===== src/rtl/pll_pkg.sv =====
// Shared definitions for the PLL reset sequencer: FSM state encoding, loss-counter width
// and a counter-width helper.
package pll_pkg;

  typedef enum logic [1:0] {
    ST_WAIT_LOCK = 2'd0,
    ST_QUALIFY   = 2'd1,
    ST_RELEASE   = 2'd2,
    ST_RUN       = 2'd3
  } state_t;

  localparam int LOSS_CNT_W = 8;

  // Counter width for a count of n, never narrower than one bit.
  function automatic int cnt_w(input int n);
    return (n > 1) ? $clog2(n) : 1;
  endfunction

endpackage


===== src/rtl/sync_bit.sv =====
// Single-bit synchronizer of parameterized depth; resets to 0. Used for any PLL-side
// status that crosses into the system clock domain.
module sync_bit #(
  parameter int STAGES = 2
) (
  input  logic clk,
  input  logic rst_n,
  input  logic d,
  output logic q
);

  logic [STAGES-1:0] ff;

  always_ff @(posedge clk or negedge rst_n) begin
    if (!rst_n) ff <= '0;
    else        ff <= {ff[STAGES-2:0], d};
  end

  assign q = ff[STAGES-1];

endmodule


===== src/rtl/pll_lock_rst_seq.sv =====
// Qualifies PLL lock, releases staged active-low domain resets in order, and reports ready.
// Define PLL_LOCK_LOSS_CNT_EN to build the saturating lock-loss counter; otherwise it reads 0.
//
// state      | meaning
// WAIT_LOCK  | all resets held, waiting for synced lock
// QUALIFY    | counting consecutive lock cycles
// RELEASE    | releasing resets one per gap interval, bit 0 first
// RUN        | all resets released, ready asserted
module pll_lock_rst_seq
  import pll_pkg::*;
#(
  parameter int SYNC_STAGES     = 2,
  parameter int LOCK_STABLE_CYC = 1000,
  parameter int NUM_RST         = 3,
  parameter int STAGE_GAP_CYC   = 8
) (
  input  logic                  IN_CLK_50M,
  input  logic                  IN_RST_N,
  input  logic                  IN_PLL_LOCKED,
  output logic [NUM_RST-1:0]    OUT_RST_N,
  output logic                  OUT_READY,
  output logic [1:0]            OUT_STATE,
  output logic [LOSS_CNT_W-1:0] OUT_LOCK_LOSS_CNT
);

  localparam int STAB_W = cnt_w(LOCK_STABLE_CYC);
  localparam int GAP_W  = cnt_w(STAGE_GAP_CYC);
  localparam int IDX_W  = cnt_w(NUM_RST);

  localparam logic [STAB_W-1:0] STAB_LAST = STAB_W'(LOCK_STABLE_CYC - 1);
  localparam logic [GAP_W-1:0]  GAP_LAST  = GAP_W'(STAGE_GAP_CYC - 1);
  localparam logic [IDX_W-1:0]  IDX_LAST  = IDX_W'(NUM_RST - 1);

  logic               lock_s;
  state_t             state;
  logic [STAB_W-1:0]  stab_cnt;
  logic [GAP_W-1:0]   gap_cnt;
  logic [IDX_W-1:0]   idx;
  logic [NUM_RST-1:0] rst_q;
  logic               ready_q;
  logic               loss_evt;

  sync_bit #(.STAGES(SYNC_STAGES)) u_sync_lock (
    .clk   (IN_CLK_50M),
    .rst_n (IN_RST_N),
    .d     (IN_PLL_LOCKED),
    .q     (lock_s)
  );

  // Only a drop after qualification counts as a lock loss.
  assign loss_evt = !lock_s && (state == ST_RELEASE || state == ST_RUN);

  always_ff @(posedge IN_CLK_50M or negedge IN_RST_N) begin
    if (!IN_RST_N) begin
      state    <= ST_WAIT_LOCK;
      stab_cnt <= '0;
      gap_cnt  <= '0;
      idx      <= '0;
      rst_q    <= '0;
      ready_q  <= 1'b0;
    end else begin
      case (state)
        ST_WAIT_LOCK: begin
          rst_q   <= '0;
          ready_q <= 1'b0;
          if (lock_s) begin
            state    <= ST_QUALIFY;
            stab_cnt <= '0;
          end
        end
        ST_QUALIFY: begin
          if (!lock_s) begin
            state <= ST_WAIT_LOCK;
          end else if (stab_cnt == STAB_LAST) begin
            state   <= ST_RELEASE;
            gap_cnt <= '0;
            idx     <= '0;
          end else begin
            stab_cnt <= stab_cnt + STAB_W'(1);
          end
        end
        ST_RELEASE: begin
          if (!lock_s) begin
            state   <= ST_WAIT_LOCK;
            rst_q   <= '0;
            ready_q <= 1'b0;
          end else if (gap_cnt == GAP_LAST) begin
            // OR-ing in the next bit keeps the output a thermometer code.
            rst_q   <= rst_q | (NUM_RST'(1) << idx);
            gap_cnt <= '0;
            if (idx == IDX_LAST) begin
              state   <= ST_RUN;
              ready_q <= 1'b1;
            end else begin
              idx <= idx + IDX_W'(1);
            end
          end else begin
            gap_cnt <= gap_cnt + GAP_W'(1);
          end
        end
        ST_RUN: begin
          if (!lock_s) begin
            state   <= ST_WAIT_LOCK;
            rst_q   <= '0;
            ready_q <= 1'b0;
          end
        end
        default: begin
          state   <= ST_WAIT_LOCK;
          rst_q   <= '0;
          ready_q <= 1'b0;
        end
      endcase
    end
  end

`ifdef PLL_LOCK_LOSS_CNT_EN
  logic [LOSS_CNT_W-1:0] loss_cnt;

  always_ff @(posedge IN_CLK_50M or negedge IN_RST_N) begin
    if (!IN_RST_N)                     loss_cnt <= '0;
    else if (loss_evt && loss_cnt != '1) loss_cnt <= loss_cnt + LOSS_CNT_W'(1);
  end

  assign OUT_LOCK_LOSS_CNT = loss_cnt;
`else
  logic unused_loss_evt;
  assign unused_loss_evt   = loss_evt;
  assign OUT_LOCK_LOSS_CNT = '0;
`endif

  assign OUT_RST_N = rst_q;
  assign OUT_READY = ready_q;
  assign OUT_STATE = state;

endmodule


===== config.mk =====
export PLATFORM = sky130hd
export DESIGN_NAME = pll_lock_rst_seq
export DESIGN_NICKNAME = d
export VERILOG_FILES = /design/src/rtl/pll_pkg.sv /design/src/rtl/sync_bit.sv /design/src/rtl/pll_lock_rst_seq.sv
export SDC_FILE = /design/constraint.sdc
export NUM_CORES = 1
export LEC_CHECK = 0
export ABC_AREA = 1
export CAP_MARGIN = 20
export CORE_MARGIN = 2
export CORE_UTILIZATION = 45
export CTS_BUF_LIST = sky130_fd_sc_hd__clkbuf_4
export DETAILED_ROUTE_END_ITERATION = 8
export GPL_ROUTABILITY_DRIVEN = 0
export GPL_TIMING_DRIVEN = 0
export PLACE_DENSITY = 0.78
export SETUP_SLACK_MARGIN = 0.1
export SLEW_MARGIN = 20
export SYNTH_ARGS = -nofsm -noshare
export SYNTH_HDL_FRONTEND = slang
export SYNTH_HIERARCHICAL = 1
export SYNTH_SLANG_ARGS = --single-unit

===== constraint.sdc =====
create_clock -name IN_CLK_50M -period 1.81 [get_ports IN_CLK_50M]
set_input_delay 0.362 -clock IN_CLK_50M [delete_from_list [all_inputs] [get_ports IN_CLK_50M]]
set_output_delay 0.362 -clock IN_CLK_50M [all_outputs]
set_load 0.02 [all_outputs]

==> results.cfg, run 1 <==
[critical_path]
cp-end-kind = primary output
path_cells = clkdlybuf4s50_1
cp.arrival_ns = 1.28
cpMaxStageDelayCell = clkdlybuf4s50_1
criticalPathCategory = register to primary output
required_ns = 1.45
cpPeakStageDelay_ns = 0.60
crit_path_max_fanout = 2
worst-path-buf-inv = 1
critPathTopFamily = buffers and inverters
critPathLaunchType = register

[synthesis]
synth_compound_area_share_pct = 8.92
yosys_warnings = 6
syn_area_per_cell_um2 = 7.76
yosys.area_share.xor_xnor_pct = 0.631
synthArstFlopShare_pct = 100
synthCells = 179
synth_top_family_by_area = simple AND/OR/NAND/NOR gates
synth_common_cells = 49 x nand2_1, 23 x dfrtp_1, 17 x inv_1, 14 x nor2_1, 12 x nand3_1
yosys.area.top_type = dfrtp_1
synth_top_area_share_pct = 41.4
yosysMostFrequentCell = nand2_1
ys_seq_elements = 23
synth_adder_area_share_pct = 5.41
synth_cell_types = 25
synthMuxAreaShare_pct = 0
synth_enable_flop_cells = 0
synth_area_um2 = 1390
seq_area_frac_synth_pct = 41.4
ys_top_cells_by_area = dfrtp_1 41%, nand2_1 13%, ha_1 5.4%
synthSimpleGateAreaFrac_pct = 31.7
ys.flop_type = dfrtp_1

[timing]
slew_headroom_pct = 66.6
setup_viol = 0
slew_violations = 0
hold_slack_ns = -0.00970
finClkSkew_ns = 0.00407
max_clock_freq_mhz = 609
period_minus_slack_ns = 1.64
setup-tns-final_ns = 0
rsz0062_at_grt = no
worst_slew_pin_slew_ns = 0.501
post-route-period-util_pct = 90.7
final-hold-violation-count = 19

[outcome]
violations = negative hold slack
run_status = finished with violations

[floorplan]
start_util_pct = 46.3
dieArea_um2 = 3550
ioPinCount = 17
core_um2 = 3000
die_w_um = 59.6
die_height_um = 59.6
row_count = 20

[grt]
top_usage_layer = met2
grtUsageTotal_pct = 15.2
met2_usage_pct = 22.3
gr-usage-met1_pct = 21.8
grt_pass1_vias = 946
grt_first_pass_wirelength_mm = 4.03
grt-ovfl-total = 0
antenna_found_initial = 0
grt_use_met3_pct = 1.31
grt_max_degree = 24

[pwr]
worst_ir_drop_vdd_v = 0.000608
p_int_mw = 0.955
power.total_mw = 1.70
power.share.sequential_pct = 40.1
switching_share_pct = 44.0
clockPowerShare_pct = 15.4
combPwrFrac_pct = 44.5
power.switching_mw = 0.749
leakagePower_nw = 0.749
p_per_area_nw_per_um2 = 1090

[clock_tree]
post-cts-setup-buffers = 0
tritoncts_num_sinks = 23
cts_made_buffers = 3
htree_levels = 1
cts_tree = yes
clkLatencyLatePin_ns = 0.32
clockBufferDepth = 2
cts-root-buf = clkbuf_4
path_clk_slew_ns = 0.13

[placed_design]
hpwl_mm = 1.68
port_buffers = 8

[drt]
drt_pre_antenna_iters = 4
finalWirelength_mm = 2.26
routed-via-count = 1094
drt_iter0_drc = 26
wl_per_cell_um = 9.79
antenna_left = 0
avgViaCountPerCell = 4.74
drc = 0

[layout]
area_delta_synth_final_pct = 12.3
antenna_cells = 0
nets = 208
num-fill-cells = 305
drive_gt1_share_pct = 17.2

[hold_path]
hp-class = input pin to asynchronous set/reset pin

[job]
drv_cap = 0
==> routing by layer <==
| layer | routed length, um | vias to the layer above |
|---|---|---|
| met5 | 0 | - |
| met4 | 47 | 0 |
| met3 | 59 | 4 |
| met2 | 966 | 19 |
| met1 | 1190 | 478 |
| li1 | - | 593 |
==> cells in the final DEF (no fill, tap or decap), types with 2 or more instances in the layout <==
master,count
nor3b_1,2
nand3_2,2
dlygate4sd2_1,2
clkdlybuf4s50_1,5
buf_4,9
o21ai_1,7
dfrtp_1,22
nand2_1,49
nand2_4,2
ha_1,6
inv_2,4
inv_1,17
nand3_1,12
clkbuf_4,4
a21oi_1,7
conb_1,8
nand4_1,4
nor2_1,14
nor2_2,2
nand2_2,5
o21ai_0,6
==> what timing repair did <==
action                                  CTS  global route
endpoints found under the setup margin    2             0
hold buffers                              0             0
gates resized for setup                   3             0
==> final timing paths <==
| kind | start | to | slack [ns] | depth (start not counted) |
|---|---|---|---|---|
| max | OUT_RST_N[2]$_DFFE_PN0P_ | OUT_RST_N[2] | 0.17 | 1 |
| min | IN_RST_N | u_sync_lock/ff[1]$_DFF_PN0_ | -0.01 | 1 |
| max reg2reg | stab_cnt[0]$_DFFE_PN0P_ | stab_cnt[7]$_DFFE_PN0P_ | 0.34 | 9 |
| min reg2reg | u_sync_lock/ff[0]$_DFF_PN0_ | u_sync_lock/ff[1]$_DFF_PN0_ | 0.36 | 0 |
| max in group asynchronous | IN_RST_N | OUT_STATE[1]$_DFFE_PN0P_ | 1.46 | 1 |
| min in group IN_CLK_50M | u_sync_lock/ff[0]$_DFF_PN0_ | u_sync_lock/ff[1]$_DFF_PN0_ | 0.36 | 0 |
==> registers in the layout, indices dropped and copies added, names as in the netlist <==
| signal | flops |
|---|---|
| OUT_READY | 1 |
| OUT_RST_N | 3 |
| OUT_STATE | 2 |
| gap_cnt | 3 |
| idx | 2 |
| stab_cnt | 10 |
| u_sync_lock/ff | 2 |
==> power by group through the flow <==
stage	clock network, mW	registers [mW]	logic [mW]
4_1_cts	0.271	0.685	0.764
2_1_floorplan	0	0.728	0.539
5_1_grt	0.289	0.697	0.871
3_3_place_gp	0	0.689	0.772
3_5_place_dp	0	0.694	0.776
6_report	0.263	0.684	0.758
==> kinds of logic after synthesis <==
group                      count (synthesis)
DFF                                       23
xor gates and xnor gates                   1
and+or+nand+nor                           94
buffers and inverters                     32
AOI/OAI and AO/OA                         22
other                                      1
adders and majority gates                  6
==> area by class of cell <==
type                    instances  area [um^2]  share of cell area (%)
flip-flops and latches         23          577                    37.0
multi-input cells             131          678                    43.5
clock buffers                   4         30.0                    1.92
inverters                      23         93.8                    6.01
well taps                      33         41.3                    2.65
repair buffers                  8         72.6                    4.65
plain buffers                   9         67.6                    4.33
==> metrics by stage <==
stage	instances	util, %	worst slack, ns	area [um^2]
2_1_floorplan	186	-	0.478	1420
3_3_place_gp	227	51.2	0.160	1540
3_5_place_dp	227	51.2	0.122	1540
4_1_cts	231	52.1	0.150	1570
5_1_grt	231	52.0	0.113	1560
6_report	231	52.0	0.168	1560
Power figures use the tool's default switching activity.
==> inputs of run 2 (changes only) <==
CORE_MARGIN = unset   (was 2)
==> run 2 against run 1 <==
- the flow finishes with violations (design-rule violations, negative hold slack)
- non-clock buffer count unchanged
- register-to-register slack about the same
- combinational power about the same
- critical path depth unchanged
- final area decreased by 0.16%
- routed wire length decreased by 0.80%
- worst hold slack improved by 0.0013 ns
- critical path type unchanged
==> results.cfg, run 2 (synthesis results as in run 1) <==
[timing]
finalWorstSetupSlack_ns = 0.173
final-hold-violation-count = 12
slew_violations = 0
max_clock_freq_mhz = 611
rsz0062_at_grt = no
slew_headroom_pct = 66.3
setup-tns-final_ns = 0
finClkSkew_ns = 0.00402
post-route-period-util_pct = 90.5
worst_slew_pin_slew_ns = 0.506
hold_slack_ns = -0.00844
setup_viol = 0
period_minus_slack_ns = 1.64

[clock_tree]
hold_buffers = 0
cts_made_buffers = 3
cts_tree = yes
path_clk_slew_ns = 0.13
htree_levels = 1
clkLatencyLatePin_ns = 0.31
tritoncts_num_sinks = 23
cts-root-buf = clkbuf_4
clockBufferDepth = 2

[grt]
grt_use_met3_pct = 2.04
met2_usage_pct = 26.2
grt_first_pass_wirelength_mm = 4.13
top_usage_layer = met2
grt-ovfl-total = 0
antenna_found_initial = 0
grt_max_degree = 24
grtUsageTotal_pct = 16.3
grt_pass1_vias = 1025
gr-usage-met1_pct = 20.9

[floorplan]
dieArea_um2 = 3310
die_height_um = 57.6
row_count = 19
ioPinCount = 17
core_um2 = 2830
start_util_pct = 49.1
die_w_um = 57.6

[critical_path]
required_ns = 1.45
worst-path-buf-inv = 1
cpMaxStageDelayCell = clkdlybuf4s50_1
crit_path_max_fanout = 2
reg2reg_slack_ns = 0.35
timing.rr.end = stab_cnt[8]$_DFFE_PN0P_
criticalPathCategory = register to primary output
cpPeakStageDelay_ns = 0.60
critPathLaunchType = register
cp.arrival_ns = 1.28
cp-end-kind = primary output
r2r-start = stab_cnt[0]$_DFFE_PN0P_
ff2ff_path_depth = 9
path_cells = clkdlybuf4s50_1
critPathTopFamily = buffers and inverters

[drt]
drt_iter0_drc = 37
drt_pre_antenna_iters = 6
wl_per_cell_um = 9.80
routed-via-count = 1117
antenna_left = 0
avgViaCountPerCell = 4.88
drc = 3
finalWirelength_mm = 2.24

[pwr]
p_per_area_nw_per_um2 = 1090
worst_ir_drop_vdd_v = 0.000638
leakagePower_nw = 0.749

[layout]
nets = 208
antenna_cells = 0
regMostFlops = stab_cnt
area_delta_synth_final_pct = 12.2
drive_gt1_share_pct = 17.2
post-route-cell-area_um2 = 1560
final_common_cell = nand2_1
layout_common_cells = 49 x nand2_1, 22 x dfrtp_1, 17 x inv_1, 14 x nor2_1, 12 x nand3_1
largest_reg_flops = 10
final_cell_count_no_fill = 229

[placed_design]
dp.cells = 225
placed_area_um2 = 1530
dpl_worst_slack_ns = 0.133
port_buffers = 8
hpwl_mm = 1.71

[outcome]
violations = design-rule violations, negative hold slack
run_status = finished with violations

[job]
drv_cap = 0

[hold_path]
hp-class = input pin to asynchronous set/reset pin
## run 2: cell counts in the layout (fill, tap and decap cells not counted)
No cell type changed its count.
## run 2: how the worst max path moves through the flow
stage	depth (start not counted)	start	to
after floorplan	7	OUT_STATE[0]$_DFFE_PN0P_	idx[0]$_DFFE_PN0P_
after global placement	1	IN_RST_N	OUT_RST_N[1]$_DFFE_PN0P_
after detailed placement	1	IN_RST_N	OUT_RST_N[1]$_DFFE_PN0P_
after CTS	1	OUT_READY$_DFFE_PN0P_	OUT_READY
after global routing	1	OUT_RST_N[0]$_DFFE_PN0P_	OUT_RST_N[0]
final	1	OUT_RST_N[2]$_DFFE_PN0P_	OUT_RST_N[2]
## run 2: where the power goes
part	internal (mW)	switching [mW]	total, mW
combinational	0.258	0.502	0.759
clock	0.101	0.155	0.256
sequential	0.598	0.0857	0.683
total	0.957	0.742	1.70
## run 2: final cells by class
cell class | instances | area [um^2]
Buffer | 9 | 67.6
Clock buffer | 4 | 30.0
Fill cell | 272 | 1270
Inverter | 23 | 93.8
Multi-Input combinational cell | 131 | 678
Sequential cell | 23 | 577
Tap cell | 31 | 38.8
Timing Repair Buffer | 8 | 72.6
## run 2: through the flow
stage / total power [mW] / util [%]
2_1_floorplan: 1.27 / -
3_3_place_gp: 1.46 / 54.2
3_5_place_dp: 1.47 / 54.2
4_1_cts: 1.72 / 55.2
5_1_grt: 1.85 / 55.1
6_report: 1.70 / 55.1
## run 2: repair_timing
| action | 4_1_cts | 5_1_grt |
|---|---|---|
| setup buffers | 0 | 0 |
| gates resized for setup | 3 | 0 |
| setup endpoints to repair | 2 | 0 |
## run 2: per-layer routing
layer / up-vias / wire, um
met5: - / 0
met4: 0 / 61
met3: 5 / 93
met2: 25 / 960
met1: 491 / 1130
li1: 596 / -
==> edit 1 (settings of run 2) <==
Change the parameter `LOCK_STABLE_CYC` from 1000 to 2000.
--- a/src/rtl/pll_lock_rst_seq.sv
+++ b/src/rtl/pll_lock_rst_seq.sv
@@ -10,7 +10,7 @@
   import pll_pkg::*;
 #(
   parameter int SYNC_STAGES     = 2,
-  parameter int LOCK_STABLE_CYC = 1000,
+  parameter int LOCK_STABLE_CYC = 2000,
   parameter int NUM_RST         = 3,
   parameter int STAGE_GAP_CYC   = 8
 ) (
Function: no difference found for any inputs over 10 cycles, from zero or initial values and one cycle with IN_RST_N low; that may be too few to reach the edited logic, so the function may still have changed.
==> edit 1 against run 2 <==
The flow finishes with violations (hold timing); sequential cell count rose by 1; power fell by 10%; non-clock buffer count rose by 2; worst setup slack got worse by 0.0072 ns; area after synthesis rose by 3.8%; cell count rose by 10%; routed wire length rose by 15%; final area rose by 5.7%; critical endpoint unchanged; largest cell class unchanged; largest power group is now sequential cells; highest routed layer unchanged.
==> edit 1: results <==
metrics = {
    "routing": {
        "wl_um": 2580,
        "vias": 1141,
        "wl_per_cell_um": 10.2,
        "drtIter0Drc": 57,
        "first_pass_iters": 4,
    },
    "global_routing": {
        "grtUsageTotal": 0.175,
        "grt_start_max_net_pins": 25,
        "grt_pass1_vias": 1107,
        "grt_pass1_wl_um": 4560,
    },
    "synthesis": {
        "synthMuxAreaShare": 0.00694,
        "synth_compound_area_frac": 0.0521,
        "synth_fa_ha_area_frac": 0.0521,
        "ys_seq_area_frac": 0.417,
        "synthTopCellsByArea": "dfrtp_1 42%, nand2_1 15%, inv_1 6.3%",
        "synth_top_cells_by_count": "58 x nand2_1, 24 x dfrtp_1, 24 x inv_1, 18 x nor2_1, 12 x nand3_1",
        "yosysWarnings": 6,
        "synth_cell_type_count": 24,
        "avgSynthCellArea_um2": 7.71,
        "yosys.area_share.xor_xnor": 0.0304,
    },
    "power_and_ir_drop": {
        "pwr-share-comb": 0.380,
        "total_power_w": 0.00153,
        "ir_drop_mv": 0.623,
        "seq-power_w": 0.000697,
        "p_leak_nw": 0.867,
        "internal-power_w": 0.000924,
    },
    "placed_design": {
        "dp_cells": 246,
        "place_ws_ns": 0.0885,
        "port_buffers": 8,
        "dp_hpwl_um": 1950,
        "dpl_cell_area_mm2": 0.00160,
    },
    "timing": {
        "hold-worst-slack_ns": -0.0152,
        "finalHoldViolCount": 11,
        "tightestPinTransition_ns": 0.528,
        "fin_skew_ns": 0.0162,
        "worst_slack_ns": 0.165,
    },
    "clock_tree": {
        "clk_latency_ns": 0.33,
        "path_clk_slew_ns": 0.15,
    },
    "cells_and_area": {
        "nets": 218,
        "drive_gt1_frac": 0.135,
        "largest_register_ffs": 11,
    },
    "critical_path": {
        "arrival_ns": 1.28,
        "regToRegSetupSlack_ns": 0.24,
        "rr_endpoint": "stab_cnt[1]",
    },
    "outcome": {
        "violations": "hold timing",
        "status": "finished, violations left",
    },
}
==> edit 1: cell types whose count changed after synthesis, moves of 2 or more <==
cell	delta
xor2_1	+3
nand3_2	-2
nand2_2	-4
nor3b_1	-2
inv_1	+7
nor2_1	+4
o21ai_0	-3
nand2_1	+9
o21ai_1	-4
o31ai_1	+2
==> edit 1: routing by layer <==
metal	global-route usage	routed length (um)	up-vias
met1	0.204	1160	517
met2	0.317	1330	11
li1	-	-	611
met3	0.0505	69	2
met5	0	0	-
met4	0.0408	12	0
==> edit 1: repair_timing <==
action,4_1_cts,5_1_grt
setup buffers,0,2
pin swaps,0,0
endpoints found under the setup margin,2,12
gates resized for setup,2,3
==> edit 1: area by class of cell <==
cell class | instances | area (um^2)
Buffer | 9 | 71.3
Tap cell | 44 | 55.1
Timing Repair Buffer | 10 | 90.1
Multi-Input combinational cell | 134 | 698
Fill cell | 308 | 1410
Clock inverter | 1 | 3.75
Sequential cell | 24 | 601
Clock buffer | 3 | 22.5
Inverter | 27 | 105
==> edit 2 (settings of run 2) <==
Without the edit above. Compare `idx` against `IDX_LAST` with >= in place of ==.
--- a/src/rtl/pll_lock_rst_seq.sv
+++ b/src/rtl/pll_lock_rst_seq.sv
@@ -88,7 +88,7 @@
             // OR-ing in the next bit keeps the output a thermometer code.
             rst_q   <= rst_q | (NUM_RST'(1) << idx);
             gap_cnt <= '0;
-            if (idx == IDX_LAST) begin
+            if (idx >= IDX_LAST) begin
               state   <= ST_RUN;
               ready_q <= 1'b1;
             end else begin
Formal check against the unedited RTL: same outputs for any inputs over 10 cycles, from zero or initial values and one cycle with IN_RST_N low; that may be too few to reach the edited logic, so the function may still have changed.
==> edit 2 against run 2 <==
The flow finishes with violations (DRC); non-clock buffer count is 1 higher; final area is 0.48% lower; sequential cell count stayed put; area after synthesis is 1.5% lower; via count down 1.2%; routed wire length increased by 10%; die area down 1.5%; power shrank 16%; sequential share of layout area rose by 0.18 points; worst setup slack better by 0.013 ns.
==> edit 2: results <==
metrics = {
    "critical_path": {
        "cpPeakStageDelay_ns": 0.60,
        "r2r-start": "stab_cnt[0]",
        "reg2reg_depth": 8,
        "arrival_ns": 1.26,
        "cpMaxStageDelayCell": "clkdlybuf4s50_1",
        "cp_top_family": "buffers and inverters",
        "regToRegSetupSlack_ns": 0.29,
        "rr_endpoint": "gap_cnt[0]",
        "worst-path-max-fanout": 2,
    },
    "cells_and_area": {
        "nFillCells": 273,
        "drive_gt1_frac": 0.141,
        "nets": 209,
        "antennaDiodeCount": 0,
        "largest_register_ffs": 10,
        "regMostFlops": "stab_cnt",
    },
    "global_routing": {
        "grtUsageTotal": 0.175,
        "grt_start_max_net_pins": 24,
        "antenna_found_initial": 0,
        "grt_pass1_vias": 1051,
        "grt_pass1_wl_um": 4410,
    },
    "clock_tree": {
        "path_clk_slew_ns": 0.13,
        "htreeDepth": 1,
        "root_buffer": "clkbuf_4",
        "clk_latency_ns": 0.31,
        "cts_setup_buffers": 0,
        "clock_path_buffers": 2,
        "cts_made_buffers": 3,
    },
    "synthesis": {
        "yosysWarnings": 6,
        "synthMuxAreaShare": 0,
        "ys_seq_area_frac": 0.421,
        "synthTopCellsByArea": "dfrtp_1 42%, nand2_1 14%, nand3_1 6.6%",
        "synth_top_cells_by_count": "50 x nand2_1, 23 x dfrtp_1, 20 x inv_1, 18 x nand3_1, 14 x nor2_1",
        "synth_fa_ha_area_frac": 0.0549,
        "async_reset_ff_frac": 1.00,
        "synth_compound_area_frac": 0.0924,
        "synth_ff_type": "dfrtp_1",
        "synth_cell_type_count": 23,
        "yosys.area_share.xor_xnor": 0.0192,
    },
    "routing": {
        "drtIter0Drc": 28,
        "wl_um": 2470,
        "first_pass_iters": 6,
        "drc_errors": 4,
        "via_per_inst": 4.80,
    },
    "power_and_ir_drop": {
        "p_leak_nw": 0.777,
        "ir_drop_mv": 0.518,
    },
    "timing": {
        "fin_skew_ns": 0.00914,
        "slew_headroom": 0.658,
    },
    "placed_design": {
        "dp_hpwl_um": 1880,
        "port_buffers": 8,
    },
    "outcome": {
        "violations": "DRC",
        "status": "finished, violations left",
    },
    "hold_path": {
        "hold_path_class": "input port to async pin",
    },
}
[edit 2: cell types whose count changed in the layout (fill, tap and decap cells not counted), moves of 3 or more]
cell / change
nand3_1: +6
nand2_2: -4
nor3_1: +4
o21ai_1: -4
o21ai_2: +4
inv_1: +3
[edit 2: timing repair]
action | CTS | global route
endpoints found under the hold margin | 0 | 0
resized for setup | 1 | 5
endpoints found under the setup margin | 1 | 10
[edit 2: cells by family (layout without fill, tap and decap cells)]
kind of cell             after synthesis  in the layout
AO/OA/AOI/OAI                         21             21
XOR/XNOR                               3              3
adder cells (fa/ha/maj)                6              6
buffers and inverters                 33             45
flip-flops                            23             23
other                                  1              8
AND/OR/NAND/NOR                       93             93
[edit 2: cell type report]
cell class              count  area, um^2  share of cell area
repair buffers              8        78.8              0.0508
well taps                  31        38.8              0.0250
inverters                  23        86.3              0.0557
clock buffers               4        30.0              0.0194
flip-flops and latches     23         577               0.372
plain buffers              10        76.3              0.0492
multi-input cells         131         663               0.428
[edit 2: layer usage]
metal / routed length, um / global-route usage / share of wire
met5: 0 / 0 / 0
met2: 1210 / 0.311 / 0.49
met1: 1180 / 0.211 / 0.48
met3: 55 / 0.0476 / 0.022
met4: 21 / 0.0418 / 0.0085
[edit 2: how the worst max path moves through the flow]
stage                            start            to  slack (ns)
after floorplan             gap_cnt[0]        idx[1]        0.39
after global placement        IN_RST_N  OUT_RST_N[2]        0.18
after detailed placement      IN_RST_N  OUT_RST_N[2]        0.16
after CTS                 OUT_RST_N[0]  OUT_RST_N[0]        0.13
after global routing       stab_cnt[0]    gap_cnt[1]        0.11
final                     OUT_RST_N[1]  OUT_RST_N[1]        0.19
[edit 2: where the power goes]
group | switching (W) | leakage (nW) | internal (W)
clock | 0.000151 | 0.0184 | 0.000101
sequential | 0.0000710 | 0.310 | 0.000573
combinational | 0.000365 | 0.448 | 0.000169
total | 0.000587 | 0.777 | 0.000843
[edit 2: through the flow]
step,hold WS [ns],std cells,setup WS [ns],area (um^2)
2_1_floorplan,0.0664,187,0.389,1390
3_3_place_gp,0.334,226,0.179,1510
3_5_place_dp,0.347,226,0.162,1510
4_1_cts,0.377,230,0.132,1540
5_1_grt,0.0244,230,0.114,1550
6_report,0.000753,230,0.186,1550
